**src/rtl/arb_pkg.sv**
```systemverilog
// rtl/arb_pkg.sv - shared widths, state encoding and state type for the memory arbiter
package arb_pkg;

    localparam int ADDR_W_DEF     = 32;
    localparam int DATA_W_DEF     = 32;
    localparam int STARVE_MAX_DEF = 2;

    localparam logic [1:0] ST_IDLE_ENC     = 2'd0;
    localparam logic [1:0] ST_IF_BUSY_ENC  = 2'd1;
    localparam logic [1:0] ST_MEM_BUSY_ENC = 2'd2;

    typedef enum logic [1:0] {
        ST_IDLE     = ST_IDLE_ENC,
        ST_IF_BUSY  = ST_IF_BUSY_ENC,
        ST_MEM_BUSY = ST_MEM_BUSY_ENC
    } arb_state_t;

endpackage

```
**src/rtl/mem_arb_starve.sv**
```systemverilog
// rtl/mem_arb_starve.sv - starvation counter limiting consecutive MEM grants while IF waits
//
// Ports:
//   clock      rising-edge clock
//   reset      synchronous active-high reset, clears the count
//   grant_if   IF is granted at this edge
//   grant_mem  MEM is granted at this edge
//   if_req     raw fetch request level at grant time
//   at_max     count has reached STARVE_MAX (IF must win the next contested grant)
module mem_arb_starve #(
    parameter int STARVE_MAX = 2
) (
    input  logic clock,
    input  logic reset,
    input  logic grant_if,
    input  logic grant_mem,
    input  logic if_req,
    output logic at_max
);

    localparam int CNT_W = (STARVE_MAX < 1) ? 1 : $clog2(STARVE_MAX + 1);
    localparam logic [CNT_W-1:0] MAX_V = CNT_W'(STARVE_MAX);

    logic [CNT_W-1:0] cnt;

    always_ff @(posedge clock) begin
        if (reset) begin
            cnt <= '0;
        end else if (grant_if) begin
            cnt <= '0;
        end else if (grant_mem) begin
            // Only MEM grants that actually kept IF waiting count toward starvation.
            if (!if_req) begin
                cnt <= '0;
            end else if (cnt != MAX_V) begin
                cnt <= cnt + 1'b1;
            end
        end
    end

    assign at_max = (cnt == MAX_V);

endmodule

```
**src/rtl/mem_arbiter.sv**
```systemverilog
// rtl/mem_arbiter.sv - two-port (fetch / load-store) arbiter onto a single-ported RAM
//
// Ports:
//   clock, reset                 rising-edge clock, synchronous active-high reset
//   if_arb_req/addr              fetch read request (held until ack) and address
//   id_arb_flush                 abandon the fetch currently being served
//   arb_if_data/ack/stall        registered fetch data, 1-cycle ack, stall
//   mem_arb_req/we/addr/wdata    load/store request (held until ack)
//   arb_mem_data/ack/stall       registered load data, 1-cycle ack, stall
//   arb_ram_en/we/addr/wdata     registered RAM command, stable while busy
//   ram_arb_rdata/ready          RAM read data and completion strobe
module mem_arbiter
    import arb_pkg::*;
#(
    parameter int ADDR_W     = ADDR_W_DEF,
    parameter int DATA_W     = DATA_W_DEF,
    parameter int STARVE_MAX = STARVE_MAX_DEF
) (
    input  logic              clock,
    input  logic              reset,
    input  logic              if_arb_req,
    input  logic [ADDR_W-1:0] if_arb_addr,
    input  logic              id_arb_flush,
    output logic [DATA_W-1:0] arb_if_data,
    output logic              arb_if_ack,
    output logic              arb_if_stall,
    input  logic              mem_arb_req,
    input  logic              mem_arb_we,
    input  logic [ADDR_W-1:0] mem_arb_addr,
    input  logic [DATA_W-1:0] mem_arb_wdata,
    output logic [DATA_W-1:0] arb_mem_data,
    output logic              arb_mem_ack,
    output logic              arb_mem_stall,
    output logic              arb_ram_en,
    output logic              arb_ram_we,
    output logic [ADDR_W-1:0] arb_ram_addr,
    output logic [DATA_W-1:0] arb_ram_wdata,
    input  logic [DATA_W-1:0] ram_arb_rdata,
    input  logic              ram_arb_ready
);

    arb_state_t state;
    arb_state_t state_n;

    logic if_live;
    logic mem_live;
    logic starve_max;
    logic grant_if;
    logic grant_mem;
    logic done;
    logic drop;

    // A requester whose ack is showing is still holding req from the finished
    // access; it must not be granted again off that stale level.
    assign if_live  = if_arb_req  & ~arb_if_ack;
    assign mem_live = mem_arb_req & ~arb_mem_ack;

    // Priority is decided on the raw request levels: a MEM requester sitting in
    // its ack cycle still blocks a non-starved IF, so continuous MEM traffic is
    // throttled only by the starvation counter, not by the ack gap.
    assign grant_if  = (state == ST_IDLE) & if_live & (~mem_arb_req | starve_max);
    assign grant_mem = (state == ST_IDLE) & mem_live & ~grant_if;

    // ready is meaningful only while an access is outstanding.
    assign done = ram_arb_ready & (state != ST_IDLE);

    assign arb_if_stall  = if_arb_req  & ~arb_if_ack;
    assign arb_mem_stall = mem_arb_req & ~arb_mem_ack;

    mem_arb_starve #(
        .STARVE_MAX(STARVE_MAX)
    ) u_starve (
        .clock    (clock),
        .reset    (reset),
        .grant_if (grant_if),
        .grant_mem(grant_mem),
        .if_req   (if_arb_req),
        .at_max   (starve_max)
    );

    always_ff @(posedge clock) begin
        if (reset) begin
            state <= ST_IDLE;
        end else begin
            state <= state_n;
        end
    end

    always_comb begin
        state_n = state;
        case (state)
            ST_IDLE: begin
                if (grant_mem) begin
                    state_n = ST_MEM_BUSY;
                end else if (grant_if) begin
                    state_n = ST_IF_BUSY;
                end
            end
            ST_IF_BUSY, ST_MEM_BUSY: begin
                if (ram_arb_ready) begin
                    state_n = ST_IDLE;
                end
            end
            default: state_n = ST_IDLE;
        endcase
    end

    // RAM command, return data, acks and the flush drop flag.
    always_ff @(posedge clock) begin
        if (reset) begin
            arb_ram_en    <= 1'b0;
            arb_ram_we    <= 1'b0;
            arb_ram_addr  <= '0;
            arb_ram_wdata <= '0;
            arb_if_data   <= '0;
            arb_mem_data  <= '0;
            arb_if_ack    <= 1'b0;
            arb_mem_ack   <= 1'b0;
            drop          <= 1'b0;
        end else begin
            arb_if_ack  <= 1'b0;
            arb_mem_ack <= 1'b0;

            if (grant_mem) begin
                arb_ram_en    <= 1'b1;
                arb_ram_we    <= mem_arb_we;
                arb_ram_addr  <= mem_arb_addr;
                arb_ram_wdata <= mem_arb_wdata;
            end else if (grant_if) begin
                arb_ram_en   <= 1'b1;
                arb_ram_we   <= 1'b0;
                arb_ram_addr <= if_arb_addr;
            end

            if (done) begin
                arb_ram_en <= 1'b0;
                arb_ram_we <= 1'b0;
                if (state == ST_MEM_BUSY) begin
                    arb_mem_ack <= 1'b1;
                    if (!arb_ram_we) begin
                        arb_mem_data <= ram_arb_rdata;
                    end
                end else if (!(drop | id_arb_flush)) begin
                    // A flush seen on the completing edge itself also discards the word.
                    arb_if_ack  <= 1'b1;
                    arb_if_data <= ram_arb_rdata;
                end
            end

            if (grant_if && id_arb_flush) begin
                drop <= 1'b1;
            end else if (state == ST_IF_BUSY) begin
                if (ram_arb_ready) begin
                    drop <= 1'b0;
                end else if (id_arb_flush) begin
                    drop <= 1'b1;
                end
            end
        end
    end

endmodule

```
**config.mk**
```make
export PLATFORM = sky130hd
export DESIGN_NAME = mem_arbiter
export DESIGN_NICKNAME = d
export VERILOG_FILES = /design/src/rtl/arb_pkg.sv /design/src/rtl/mem_arb_starve.sv /design/src/rtl/mem_arbiter.sv
export SDC_FILE = /design/constraint.sdc
export NUM_CORES = 1
export LEC_CHECK = 0
export CORE_AREA = 2 2 104 106
export DETAILED_ROUTE_END_ITERATION = 16
export DIE_AREA = 0 0 106 108
export DONT_BUFFER_PORTS = 1
export GPL_ROUTABILITY_DRIVEN = 0
export PLACE_DENSITY = 0.67
export SETUP_SLACK_MARGIN = 0.15
export SYNTH_ARGS = -nofsm -noshare
export SYNTH_HDL_FRONTEND = slang
export SYNTH_SLANG_ARGS = --single-unit
```
**constraint.sdc**
```tcl
create_clock -name clock -period 5.7 [get_ports clock]
set_clock_uncertainty 0.1 [all_clocks]
set_input_delay 0.855 -clock clock [delete_from_list [all_inputs] [get_ports clock]]
set_output_delay 0.855 -clock clock [all_outputs]
set_load 0.02 [all_outputs]
```
# == Word level (Yosys, flattened, before mapping) ==
# Cells that the tools add are included.
# totals
memories,0
reg_bits,137
rom_bits,0
word_cells,70
latchBits,0
input_bits,135
out_inout_bits,134
mem_bits_rw,0
# op_classes
shifts,0
n_mux,18
bitwise_logic,17
n_reduce_logical,16
n_mul,0
order_cmp,0
n_eq_ne,7
n_addsub,1
n_div,0
# ops
cell,n
$mux W32,2
$mux W1,10
$mux W2,5
$not A1 Y1,8
$reduce_or A2 Y1,4
$and A1 B1 Y1,7
$reduce_and A2 Y1,3
$reduce_and A3 Y1,2
$reduce_bool A2 Y1,3
$eq A2 B2 Y1 const B,2
$ne A2 B2 Y1 const B,2
$pmux W2 S2,1
$ne A3 B3 Y1 const B,1
$reduce_bool A3 Y1,1
$reduce_or A3 Y1,1
$add A2 B1 Y2 const B,1
$eq A2 B1 Y1 const B,1
$logic_not A2 Y1,1
$ne A2 B1 Y1 const B,1
$or A1 B1 Y1,2
$logic_and A1 B1 Y1,1

# == Logic depth before layout (Yosys ltp) ==
# Gate-level depths: netlist of the first run.
# depth
word_depth,8
ltp_mapped,8
ltp_nobuf,6

# == Cells and area by module ==
# From an unflattened synthesis of the first run, not the netlist that was laid out.
# hier_totals
hier_cells,661
hier_area_um2,5248.8
# by_module_without_submodules
mod,n_inst,area_per_inst_um2,seq_area_each_um2,cells_per_inst
mem_arbiter,1,5134.9,2702.6,649
mem_arb_starve,1,113.9,40.0,12

# == Worst setup path after synthesis of the first run ==
# Ideal clock, no wire load.
# synth_timing
kind,input to output
start,in mem_arb_req
end,out arb_mem_stall
slack_ns,3.540
required_ns,4.745
path_buffers,0
arrival_time_ns,1.205
stages,1
path_cell_list,nor2b_1
# synth_via
elab_chain_len,1
# synth_lines
item,line_no,rtl
from (decl),mem_arbiter.sv:27,"input logic mem_arb_req,"
$and A1 B1 Y1,mem_arbiter.sv:68,assign arb_mem_stall = mem_arb_req & ~arb_mem_ack;
to (decl),mem_arbiter.sv:33,"output logic arb_mem_stall,"
# Every way passes these cells.

# == Worst setup path after layout of the first run ==
# layout_timing
start,reg state[1]
end,reg arb_ram_addr[3]
# layout_via
elab_chain_len,6
word_cells_on_any_way,8
cone_classes,mux (1); bitwise (5); reduce/logical (2)
# layout_lines
item,line_no,rtl
from (decl),mem_arbiter.sv:42,arb_state_t state;
from (signal assigned),mem_arbiter.sv:85,state <= state_n;
$logic_not A2 Y1 *,"mem_arbiter.sv:61, mem_arbiter.sv:62",
$and A1 B1 Y1 (2 in series),mem_arbiter.sv:61,assign grant_if = (state == ST_IDLE) & if_live & (~mem_arb_req | starve_max);
$not A1 Y1,mem_arbiter.sv:62,assign grant_mem = (state == ST_IDLE) & mem_live & ~grant_if;
$and A1 B1 Y1,mem_arbiter.sv:62,
$mux W32 / $reduce_bool A2 Y1 (equally long branches),n/a,
to (signal assigned),mem_arbiter.sv:127,arb_ram_addr <= mem_arb_addr;
to (signal assigned),mem_arbiter.sv:132,arb_ram_addr <= if_arb_addr;
to (decl),mem_arbiter.sv:36,"output logic [ADDR_W-1:0] arb_ram_addr,"
# Mark *: on every way between the ends. The rest lies on a longest branch, timed or not.
# A chain may end at the register's enable or synchronous reset.

==> impl_metrics.tcl, run 1 <==
set metrics [dict create \
    root_buffer "clkbuf_8" \
    layout.nets 772 \
    r2r_start "state[1]$_SDFFE_PP0P_" \
    power_density_nw_per_um2 412 \
    cts-htree-levels 4 \
    coreArea_um2 10200 \
    multi_input_area_um2 2360 \
    place_ws_ns 3.02 \
    critical_path_arrival_ns 2.77 \
    worstMarginPinSlew_ns 1.16 \
    setup_violations 0 \
    rows 37 \
    fp.dieW_um 106 \
    fin_crit_ns 2.46 \
    io_buffers 0 \
    vias 4494 \
    worstPathRequired_ns 6.01 \
    cts_tree "yes" \
    crit_path_start "state[1]$_SDFFE_PP0P_" \
    clk_pin_slew_ns 0.06 \
    grt_pass1_vias 4341 \
    area_delta_synth_final_pct 9.84 \
    drc 0 \
    drt_wl_total_um 14100 \
    hpwl_um 9310 \
    outcome "finished, final reports clean" \
    worst_setup_path_end_kind "flop" \
    r2r_cells 6 \
    syn_nets 800 \
    grt_max_degree 137 \
    hold_violations 0 \
    reg2reg_slack_ns 3.24 \
    ys_seq_area_share_pct 50.9 \
    max_freq_ghz 0.406 \
    grt_usage_pct 23.8 \
    crit_fanout 65 \
    period_share_pct 43.2 \
    seq_area_um2 2740 \
    antenna_found_initial 1 \
    reg2reg_to "arb_ram_addr[3]$_SDFFE_PP0P_" \
    synth.distinct_cells 34 \
    slew_headroom_pct 22.1 \
    dieArea_um2 11400 \
    synthCells 661 \
    syn_avg_cell_area_um2 8.16 \
    via_per_inst 5.74 \
    worst-setup-path-type "flop to flop" \
    ctsHoldBuffers 0 \
    start_kind "flop" \
    nFillCells 940 \
    clk_latency_ns 0.51 \
    ys_seq_elements 137 \
    clock_path_buffers 2 \
    fp.dieH_um 108 \
    crit_end "arb_ram_addr[3]$_SDFFE_PP0P_" \
    drive_gt1_share_pct 10.1 \
    final_area_um2 5920 \
    p_total_w 0.00244 \
    finalSetupTns_ns 0 \
    slew_viol_final 0 \
    io_pins 269 \
    drt.antenna.violating_nets 0 \
    synth_area_um2 5390 \
    fin_ws_ns 3.24 \
    grt_pass1_wl_um 21600 \
    yosys_warnings 0 \
    start_util_pct 52.7 \
    cts.sinks 137 \
    dp.cells 750 \
    min_path_type "primary input to flop" \
    post_cts_buffers 0 \
    grt.overflow.total 0 \
    cts_made_buffers 17 \
    drt_pass1_iterations 5 \
    maxCapViolCount 0 \
    cts-resized-gates 0 \
    drt_iter0_markers 296 \
    rsz0062_at_grt "false" \
    p_leak_nw 2.08 \
    place_area_um2 5340 \
    irDropWorstVdd_mv 0.193 \
    stdcell_count 783 \
    routedWlPerCell_um 18.0 \
]
==> logic make-up after synthesis <==
family / count (synthesis) / synth area share, %
simple gates: 287 / 21.3
compound gates: 174 / 21.4
flops: 137 / 50.9
buf+inv: 59 / 5.50
fa+ha+maj: 4 / 0.928
==> layer usage <==
| metal | track usage, % | part of all wire (%) | vias to the layer above |
|---|---|---|---|
| li1 | - | - | 2158 |
| met1 | 26.3 | 38 | 2095 |
| met2 | 39.5 | 49 | 209 |
| met3 | 10.9 | 11 | 32 |
| met4 | 11.1 | 2.7 | 0 |
| met5 | 0 | 0 | - |
==> worst max-delay path: stages (launching register included) <==
cell	delay, ns
dfxtp_1	0.31
inv_1	0.10
ha_1	0.19
and3b_1	0.26
and2_2	0.92
nand2_1	0.12
a311oi_1	0.31
==> Yosys cell counts (all sizes together) <==
| master | n | area (µm²) |
|---|---|---|
| a22oi | 1 | 7.51 |
| nor4 | 1 | 12.5 |
| o21ai | 2 | 10.0 |
| a311oi | 32 | 418 |
| and3b | 1 | 8.76 |
| clkbuf | 22 | 82.6 |
| nand2 | 262 | 986 |
| dfxtp | 137 | 2740 |
| o221ai | 1 | 8.76 |
| nand2b | 3 | 18.8 |
| nor3 | 3 | 15.0 |
| o21a | 2 | 15.0 |
| a21o | 1 | 7.51 |
| or2 | 1 | 6.26 |
| and2 | 2 | 13.8 |
| a21boi | 1 | 7.51 |
| ha | 4 | 50.1 |
| a21oi | 133 | 666 |
| or4 | 1 | 7.51 |
| and3 | 1 | 6.26 |
| and2b | 1 | 7.51 |
| inv | 6 | 22.5 |
| nor4b | 2 | 17.5 |
| nor2 | 4 | 15.0 |
| nor2b | 2 | 12.5 |
| buf | 31 | 191 |
| o22ai | 1 | 12.5 |
| nand3b | 3 | 22.5 |
==> registers in the layout, summed over array words and instances, names as in the netlist <==
register and count:
arb_mem_data 32, drop 1, arb_ram_we 1, arb_ram_addr 32
u_starve.cnt 2, arb_mem_ack 1, arb_ram_en 1, arb_if_data 32
arb_ram_wdata 32, state 2, arb_if_ack 1
==> power by group <==
group | internal, W | total [W] | switching (W) | leakage, nW
clock | 0.000637 | 0.00105 | 0.000414 | 0.283
combinational | 0.0000859 | 0.000238 | 0.000152 | 0.676
sequential | 0.00103 | 0.00115 | 0.000128 | 1.12
total | 0.00175 | 0.00244 | 0.000694 | 2.08
==> per-stage QoR <==
step	hold WS [ns]	utilization, %
6_report	0.305	57.9
5_1_grt	0.269	57.9
4_1_cts	0.286	57.9
3_5_place_dp	0.391	52.2
3_3_place_gp	0.383	52.2
2_1_floorplan	0.356	-
==> cells in the final DEF (no fill, tap or decap), types with 3 or more instances in the layout <==
cell / netlist / final
nand3b_1: 3 / 3
inv_1: 6 / 6
ha_1: 4 / 4
a311oi_2: 22 / 22
clkinv_2: 0 / 3
a311oi_1: 10 / 10
nor3_1: 3 / 3
nor2_1: 4 / 3
nand2b_1: 3 / 3
clkinv_4: 0 / 5
clkbuf_16: 0 / 16
buf_4: 2 / 6
a21oi_1: 133 / 133
dfxtp_1: 137 / 137
nand2_1: 261 / 261
==> area by class of cell <==
type	instances	area share, %
Sequential cell	137	46.3
Multi-Input combinational cell	465	39.9
Clock buffer	19	7.29
Tap cell	136	2.87
Clock inverter	13	2.43
Timing Repair Buffer	6	0.761
Inverter	6	0.380
Antenna cell	1	0.0423
==> how the worst min path moves through the flow <==
stage	start	endpoint	slack (ns)	cells after the start
floorplan	drop$_SDFFE_PP0P_	drop$_SDFFE_PP0P_	0.36	2
global placement	drop$_SDFFE_PP0P_	drop$_SDFFE_PP0P_	0.38	2
detailed placement	drop$_SDFFE_PP0P_	drop$_SDFFE_PP0P_	0.39	2
CTS	reset	arb_if_data[13]$_SDFFE_PP0P_	0.29	1
global route	reset	arb_if_data[13]$_SDFFE_PP0P_	0.27	1
finish	reset	arb_mem_data[16]$_SDFFE_PP0P_	0.30	1
Power figures use the tool's default switching activity.
==> run 2: changes to the inputs <==
Settings changed: CORE_AREA 2 2 104 106 to 2 2 105 107, DIE_AREA 0 0 106 108 to 0 0 107 109, PLACE_DENSITY 0.67 to 0.66.
Clock period 5.7 ns to 2.47 ns, I/O delays scaled along.
==> impl_metrics.tcl, run 2 (synthesis gave the netlist of run 1 again) <==
set metrics [dict create \
    place_area_um2 5400 \
    period_share_pct 85.4 \
    power_frac_clock_pct 41.8 \
    p_total_w 0.00555 \
    drive_gt1_share_pct 10.7 \
    worstPathRequired_ns 2.81 \
    worst-setup-path-type "flop to flop" \
    combPwrFrac_pct 10.4 \
    grt_max_degree 137 \
    maxCapViolCount 0 \
    highest_layer "met4" \
    setup_violations 0 \
    final_cell_mix "nand2_1 (261), dfxtp_1 (137), a21oi_1 (133), a311oi_2 (22), clkbuf_16 (16)" \
    cts-htree-levels 4 \
    area_delta_synth_final_pct 10.9 \
    clock_path_buffers 2 \
    routedWlPerCell_um 17.4 \
    reg2reg_to "drop$_SDFFE_PP0P_" \
    place_ws_ns 0.357 \
    coreArea_um2 10600 \
    cp_slowest_cell "nor3_1" \
    final_area_um2 5980 \
    clk_pin_slew_ns 0.06 \
    crit_end "drop$_SDFFE_PP0P_" \
    irDropWorstVdd_mv 0.456 \
    vias 4452 \
    rsz0062_at_grt "false" \
    fp.dieW_um 107 \
    wl_met3_um 1650 \
    finalSetupTns_ns 0 \
    via_per_inst 5.61 \
    rows 38 \
    power_density_nw_per_um2 928 \
    grt_usage_pct 22.9 \
    start_util_pct 50.8 \
    dieArea_um2 11700 \
    drt_pass1_iterations 5 \
    slew_headroom_pct 52.4 \
    slew_viol_final 0 \
    hold_violations 133 \
    ctsHoldBuffers 3 \
    antenna_found_initial 0 \
    cts.sinks 137 \
    p_leak_nw 2.11 \
    critical_path_arrival_ns 2.45 \
    start_kind "flop" \
    diodes 0 \
    crit_chain "inv_1, ha_1, buf_4, inv_1, nor3_1, o21ai_0, a21oi_1" \
    final_common_cell "nand2_1" \
    fin_ws_ns 0.362 \
    layout.nets 779 \
    grt.overflow.total 0 \
    violations "hold timing" \
    io_pins 269 \
    clk_latency_ns 0.51 \
    crit_fanout 37 \
    post_cts_buffers 0 \
    io_buffers 0 \
    cellInternalPower_w 0.00386 \
    p_sw_w 0.00169 \
    max_freq_ghz 0.474 \
    worst_setup_path_end_kind "flop" \
    cts_made_buffers 17 \
    fp.dieH_um 109 \
    grt_pass1_wl_um 21000 \
    hold_slack_ns -0.175 \
    grt_pass1_vias 4111 \
    drt_wl_total_um 13800 \
    nFillCells 992 \
    fin_crit_ns 2.11 \
    root_buffer "clkbuf_8" \
    critPathMaxStageDelay_ns 0.51 \
    crit_path_start "state[0]$_SDFFE_PP0P_" \
    cts_tree "yes" \
    cts-resized-gates 0 \
    hpwl_um 9510 \
    switching_share_pct 30.5 \
    cpMostUsedCell "inv_1" \
    r2r_start "state[0]$_SDFFE_PP0P_" \
    outcome "finished with violations" \
    wl_met1_um 4990 \
    worstHoldStart "reset" \
    pwr-share-seq_pct 47.8 \
    drc 0 \
    drt.antenna.violating_nets 0 \
    min_path_type "primary input to flop" \
    wl_met2_um 6830 \
    r2r_cells 7 \
    worstMarginPinSlew_ns 0.712 \
    drt_iter0_markers 363 \
    reg2reg_slack_ns 0.36 \
]
## run 2: cell types whose count changed in the layout (fill, tap and decap cells not counted), sizes merged, moves of 2 or more
cell | before | now
buf | 6 | 10
bufinv | 2 | 0
clkinv | 8 | 4
inv | 8 | 15
clkbuf | 19 | 17
dlygate4sd3 | 0 | 3
## run 2: per-stage QoR
step | hold WS, ns | utilization [%] | instances
floorplan | 0.356 | - | 661
detailed placement | 0.353 | 51.0 | 758
finish | -0.175 | 56.4 | 793
global route | -0.218 | 56.4 | 793
global placement | 0.350 | 51.0 | 758
CTS | -0.206 | 56.4 | 793
## run 2: how the worst min path moves through the flow
stage / cells past startpoint / endpoint / slack [ns]
3_3_place_gp: 1 / arb_mem_data[5]$_SDFFE_PP0P_ / 0.35
6_report: 1 / arb_mem_data[5]$_SDFFE_PP0P_ / -0.17
5_1_grt: 1 / arb_mem_data[11]$_SDFFE_PP0P_ / -0.22
3_5_place_dp: 1 / arb_mem_data[5]$_SDFFE_PP0P_ / 0.35
2_1_floorplan: 2 / drop$_SDFFE_PP0P_ / 0.36
4_1_cts: 1 / arb_mem_data[10]$_SDFFE_PP0P_ / -0.21
## run 2: area by class of cell
type	count	area (µm²)	area share, %
repair buffers	13	130	2.18
clock inverters	15	131	2.20
flip-flops and latches	137	2740	45.9
well taps	140	175	2.93
inverters	6	22.5	0.377
clock buffers	17	414	6.93
multi-input cells	465	2360	39.5
## run 2: metal layers
layer / GRT usage (%) / up-vias
met5: 0 / -
met4: 9.65 / 0
met3: 10.3 / 25
met2: 36.7 / 211
met1: 26.7 / 2045
li1: - / 2171
## run 2: power groups by stage
| stage | Clock (W) | Sequential [W] | Combinational [W] |
|---|---|---|---|
| final | 0.00232 | 0.00266 | 0.000575 |
| after global routing | 0.00248 | 0.00267 | 0.000649 |
| after CTS | 0.00238 | 0.00266 | 0.000580 |
| after detailed placement | 0 | 0.00271 | 0.000576 |
| after global placement | 0 | 0.00270 | 0.000546 |
| after floorplan | 0 | 0.00267 | 0.000527 |
## run 2: critical path, delay by kind of cell (launching register included)
kind / cells / cell delay, ns
buffers and inverters: 3 / 0.59
AOI/OAI and AO/OA: 2 / 0.32
and+or+nand+nor: 1 / 0.51
DFF: 1 / 0.32
adders and majority gates: 1 / 0.19
==> run 3: changes to the inputs <==
Settings changed: CTS_CLUSTER_SIZE set to 14.
==> results of run 3 <==
Final layout, timing and power as in run 2 (identical DEF).
